<file path="src/rtl/pdm_multi_pkg.sv">
// Shared definitions for the multi-channel PDM/PWM modulator: mode encoding
// and the write-channel index width.
`timescale 1ns/1ps
package pdm_multi_pkg;

    typedef enum logic {
        MODE_PDM = 1'b0,
        MODE_PWM = 1'b1
    } mode_e;

    function automatic int chan_idx_w(input int channels);
        if (channels > 1) begin
            return $clog2(channels);
        end else begin
            return 1;
        end
    endfunction

endpackage

</file>
<file path="src/rtl/pdm_channel.sv">
// One modulator channel: host-written shadow level, frame-committed active
// level, sigma-delta accumulator and registered output bit.
`timescale 1ns/1ps
module pdm_channel
    import pdm_multi_pkg::*;
#(
    parameter int WIDTH = 5
) (
    input  logic             clk,
    input  logic             reset_n,
    input  logic             enable,
    input  logic             commit,
    input  mode_e            mode,
    input  logic [WIDTH-1:0] cnt,
    input  logic             wr,
    input  logic [WIDTH-1:0] wr_data,
    output logic             pdm_out
);

    logic [WIDTH-1:0] shadow_r;
    logic [WIDTH-1:0] active_r;
    logic [WIDTH-1:0] acc_r;
    logic             out_r;
    logic [WIDTH:0]   sum_s;

    // Accumulator sum with carry-out in the top bit
    always_comb begin
        sum_s = {1'b0, acc_r} + {1'b0, active_r};
    end

    // Level registers, accumulator and output flop; the commit reads the
    // shadow before any same-cycle write lands, and the frame's last carry
    // is still emitted while the accumulator restarts at zero
    always_ff @(posedge clk or negedge reset_n) begin
        if (!reset_n) begin
            shadow_r <= {WIDTH{1'b0}};
            active_r <= {WIDTH{1'b0}};
            acc_r    <= {WIDTH{1'b0}};
            out_r    <= 1'b0;
        end else begin
            if (wr) begin
                shadow_r <= wr_data;
            end else begin
                shadow_r <= shadow_r;
            end
            if (commit) begin
                active_r <= shadow_r;
            end else begin
                active_r <= active_r;
            end
            if (enable) begin
                acc_r <= commit ? {WIDTH{1'b0}} : sum_s[WIDTH-1:0];
                case (mode)
                    MODE_PWM: out_r <= (cnt < active_r);
                    MODE_PDM: out_r <= sum_s[WIDTH];
                    default:  out_r <= 1'b0;
                endcase
            end else begin
                acc_r <= acc_r;
                out_r <= 1'b0;
            end
        end
    end

    assign pdm_out = out_r;

endmodule

</file>
<file path="src/rtl/pdm_multi.sv">
// Multi-channel PDM/PWM modulator top: shared frame counter, commit and
// mode latch, write decode, and one pdm_channel per output bit.
`timescale 1ns/1ps
module pdm_multi
    import pdm_multi_pkg::*;
#(
    parameter int WIDTH    = 5,
    parameter int CHANNELS = 4
) (
    input  logic                              clk,
    input  logic                              reset_n,
    input  logic                              enable,
    input  logic                              mode,
    input  logic                              write_en,
    input  logic [chan_idx_w(CHANNELS)-1:0]   wr_chan,
    input  logic [WIDTH-1:0]                  wr_data,
    output logic [CHANNELS-1:0]               pdm_out,
    output logic                              frame_strobe
);

    localparam int               IDX_W   = chan_idx_w(CHANNELS);
    localparam logic [WIDTH-1:0] CNT_MAX = {WIDTH{1'b1}};
    localparam logic [WIDTH-1:0] CNT_ONE = {{(WIDTH-1){1'b0}}, 1'b1};

    logic [WIDTH-1:0] cnt_r;
    logic             commit_s;
    mode_e            mode_r;
    logic             strobe_r;

    // Commit happens on the last enabled cycle of each frame
    always_comb begin
        commit_s = enable && (cnt_r == CNT_MAX);
    end

    // Frame counter, frame-boundary mode latch and strobe
    always_ff @(posedge clk or negedge reset_n) begin
        if (!reset_n) begin
            cnt_r    <= {WIDTH{1'b0}};
            mode_r   <= MODE_PDM;
            strobe_r <= 1'b0;
        end else begin
            if (enable) begin
                cnt_r <= cnt_r + CNT_ONE;
            end else begin
                cnt_r <= cnt_r;
            end
            if (commit_s) begin
                mode_r <= mode_e'(mode);
            end else begin
                mode_r <= mode_r;
            end
            strobe_r <= commit_s;
        end
    end

    assign frame_strobe = strobe_r;

    // Out-of-range channel indices match no instance and are dropped
    for (genvar c = 0; c < CHANNELS; c++) begin : g_chan
        logic wr_s;
        assign wr_s = write_en && (wr_chan == IDX_W'(c));

        pdm_channel #(
            .WIDTH (WIDTH)
        ) u_chan (
            .clk     (clk),
            .reset_n (reset_n),
            .enable  (enable),
            .commit  (commit_s),
            .mode    (mode_r),
            .cnt     (cnt_r),
            .wr      (wr_s),
            .wr_data (wr_data),
            .pdm_out (pdm_out[c])
        );
    end

endmodule
</file>
<file path="config.mk">
export PLATFORM = sky130hd
export DESIGN_NAME = pdm_multi
export DESIGN_NICKNAME = d
export VERILOG_FILES = /design/src/rtl/pdm_multi_pkg.sv /design/src/rtl/pdm_channel.sv /design/src/rtl/pdm_multi.sv
export SDC_FILE = /design/constraint.sdc
export NUM_CORES = 1
export LEC_CHECK = 0
export CAP_MARGIN = 5
export CORE_AREA = 10 10 108 110
export CTS_CLUSTER_SIZE = 30
export DETAILED_ROUTE_END_ITERATION = 12
export DIE_AREA = 0 0 118 120
export DONT_BUFFER_PORTS = 1
export HOLD_SLACK_MARGIN = 0.06
export SLEW_MARGIN = 5
export SYNTH_ARGS = -nofsm -noshare
export SYNTH_HDL_FRONTEND = slang
export SYNTH_SLANG_ARGS = --single-unit
</file>
<file path="constraint.sdc">
create_clock -name clk -period 2.2 [get_ports clk]
set_input_delay 0.22 -clock clk [delete_from_list [all_inputs] [get_ports clk]]
set_output_delay 0.22 -clock clk [all_outputs]
set_load 0.01 [all_outputs]
</file>
==> flow_metrics.py <==
metrics = {
    "status": {
        "status": "finished, final reports clean",
    },
    "critical_path": {
        "r2r_end": "g_chan[2].u_chan.active_r[4]",
        "critical_path_class": "reg2reg",
        "arrival_ns": 2.15,
        "worst_r2r_path_depth": 7,
        "crit_end": "g_chan[2].u_chan.active_r[4]",
        "worstPathRequired_ns": 2.45,
        "rr_startpoint": "cnt_r[1]",
        "crit_start": "cnt_r[1]",
        "crit_fanout": 33,
        "rrSetupSlack_ns": 0.30,
        "cp-start-kind": "flop",
        "critPathCaptureType": "flop",
    },
    "synthesis": {
        "seq_area_frac_synth_pct": 47.3,
        "ys_top_cells_by_count": "71 x dfrtp_1, 38 x ha_1, 29 x nand2_1",
        "synthTopCellsByArea": "dfrtp_1 47%, ha_1 13%, mux2_2 8.1%",
        "yosys.area.top_type": "dfrtp_1",
        "yosys_warnings": 0,
        "avgSynthCellArea_um2": 11.6,
        "ys_async_sr_fraction_pct": 100,
        "ys_ff_latch": 71,
        "synth_nets": 377,
        "syn_inst": 323,
        "synth_enable_flop_cells": 0,
        "ys_types": 32,
        "syn_area_um2": 3760,
        "synth.most_common_cell": "dfrtp_1",
        "synth_top_area_share_pct": 47.3,
        "ys.flop_type": "dfrtp_1",
    },
    "drt": {
        "drc_errors": 0,
        "via_per_inst": 4.99,
        "wl_per_cell_um": 15.6,
        "drt-pass1-iter-count": 4,
        "vias": 2334,
        "drt_wl_total_mm": 7.29,
        "postRouteAntennaNets": 0,
        "drt_iter0_drc": 93,
    },
    "finish": {
        "num-nets-final": 384,
        "antennaDiodeCount": 0,
        "nFillCells": 933,
        "drive_gt1_share_pct": 15.8,
        "syn_to_final_growth_pct": 10.8,
    },
    "clock_network": {
        "post-cts-setup-buffer-count": 0,
        "cts_tree": "built",
        "h-tree-depth": 3,
        "clockBufferDepth": 2,
        "cts-root-buf": "clkbuf_8",
        "cts_sinks": 71,
        "cts_made_buffers": 9,
        "cts.clk_slew.worst_paths_ns": 0.08,
        "ctsResizeCount": 0,
        "clk-insertion-delay-late_ns": 0.34,
    },
    "timing": {
        "rsz0062_at_grt": "false",
        "slew_headroom_pct": 73.3,
        "setup_violations": 0,
        "hold_viol": 0,
        "fmax_ghz": 0.526,
        "finalMaxSlewViolations": 0,
        "setup-tns-final_ns": 0,
        "finalClockSkew_ns": 0.00828,
        "worst_pin_slew_ns": 0.400,
        "finalCritPeriodShare_pct": 86.4,
        "post-route-min-period_ns": 1.90,
    },
    "global_route": {
        "grt_pass1_wl_mm": 12.4,
        "grt_pass1_vias": 2443,
        "grt_usage_pct": 10.9,
        "grt_max_degree": 72,
        "grt_antenna_before_repair": 0,
        "overflow": 0,
    },
    "pwr": {
        "power.leakage_nw": 1.94,
        "power_mw": 5.99,
        "pwr_density_cell_nw_per_um2": 1440,
        "peakVddDrop_mv": 0.497,
    },
    "min_path": {
        "hold_class": "in2reg",
    },
    "die": {
        "initial_core_util_pct": 39.3,
        "coreArea_um2": 9550,
        "boundaryPins": 17,
        "die_w_um": 118,
        "core.rowCount": 36,
        "die_h_um": 120,
        "die_area_um2": 14200,
    },
    "placed_design": {
        "place.port_buffers": 0,
        "gp_congestion": 0.823,
        "dp_hpwl_mm": 5.28,
    },
    "job": {
        "maxCapViolations": 0,
    },
}
-- placed cells by master, fill, tap and decap left out, drive strengths merged, types with 6 or more instances in the layout --
cell and n:
o21ai 28, o31ai 8, nor2 13, a21o 8, a21oi 12, ha 38
clkbuf 9, a22o 12, inv 19, nand2 30, mux2 27, dfrtp 71
dlygate4sd3 8, xor2 9, nand3b 6, a211oi 8
-- power by group --
part	switching, mW	total, mW	internal (mW)
sequential	0.477	2.28	1.80
clock	0.511	1.27	0.757
combinational	1.24	2.45	1.21
-- registers in the layout, summed over array words and instances, names as in the netlist --
signal / cells
cnt_r: 5
frame_strobe: 1
g_chan.u_chan.acc_r: 20
g_chan.u_chan.active_r: 20
g_chan.u_chan.pdm_out: 4
g_chan.u_chan.shadow_r: 20
mode_r: 1
-- stage by stage --
step           instance area, um^2  setup slack [ns]  utilization (%)  hold slack, ns  cells
5_1_grt                       4160             0.116             43.6           0.140    468
3_3_place_gp                  3810             0.324             39.9         -0.0719    443
2_1_floorplan                 3760             0.537                -         -0.0756    323
3_5_place_dp                  3810             0.288             39.9         -0.0722    443
4_1_cts                       4160             0.293             43.6           0.146    468
6_report                      4160             0.300             43.6           0.161    468
-- worst max-delay path, cell delays in order (launching register included) --
cell     delay (ns)
dfrtp_1        0.47
ha_1           0.20
and3_1         0.15
ha_1           0.34
nand2_4        0.16
inv_4          0.28
nand2_1        0.12
o21ai_0        0.09
-- layout make-up --
class	instances	area (um^2)	share of cell area, %
Clock buffer	9	124	2.98
Clock inverter	7	120	2.89
Inverter	18	72.6	1.74
Multi-Input combinational cell	221	1790	43.1
Sequential cell	71	1780	42.7
Tap cell	133	166	4.00
Timing Repair Buffer	9	108	2.59
-- worst min-delay path by stage --
stage          cells after the start        from                            to
2_1_floorplan                      0     reset_n                      cnt_r[0]
3_3_place_gp                       0     reset_n  g_chan[1].u_chan.shadow_r[4]
3_5_place_dp                       0     reset_n  g_chan[1].u_chan.shadow_r[4]
4_1_cts                            2  wr_chan[0]  g_chan[0].u_chan.shadow_r[2]
5_1_grt                            2  wr_chan[0]  g_chan[0].u_chan.shadow_r[4]
6_report                           2  wr_chan[0]  g_chan[0].u_chan.shadow_r[2]
-- kinds of logic after synthesis --
family	count (synthesis)	synth area share, %
compound gates	84	14.8
fa+ha+maj	42	14.8
flops	71	47.3
xor+xnor	11	2.57
mux	27	8.09
simple gates	57	7.53
buf+inv	31	4.93
-- repair_timing --
item / 4_1_cts / 5_1_grt
hold buffers: 9 / 0
endpoints found under the hold margin: 97 / 0
setup endpoints to repair: 0 / 0
-- metal layers --
layer,track usage (%),up-vias,wire (um)
li1,-,1175,-
met1,14.9,1125,3730
met2,16.2,28,3210
met3,2.53,6,248
met4,4.64,0,102
met5,0,-,0
No activity file was read; power rests on OpenSTA's default activity.
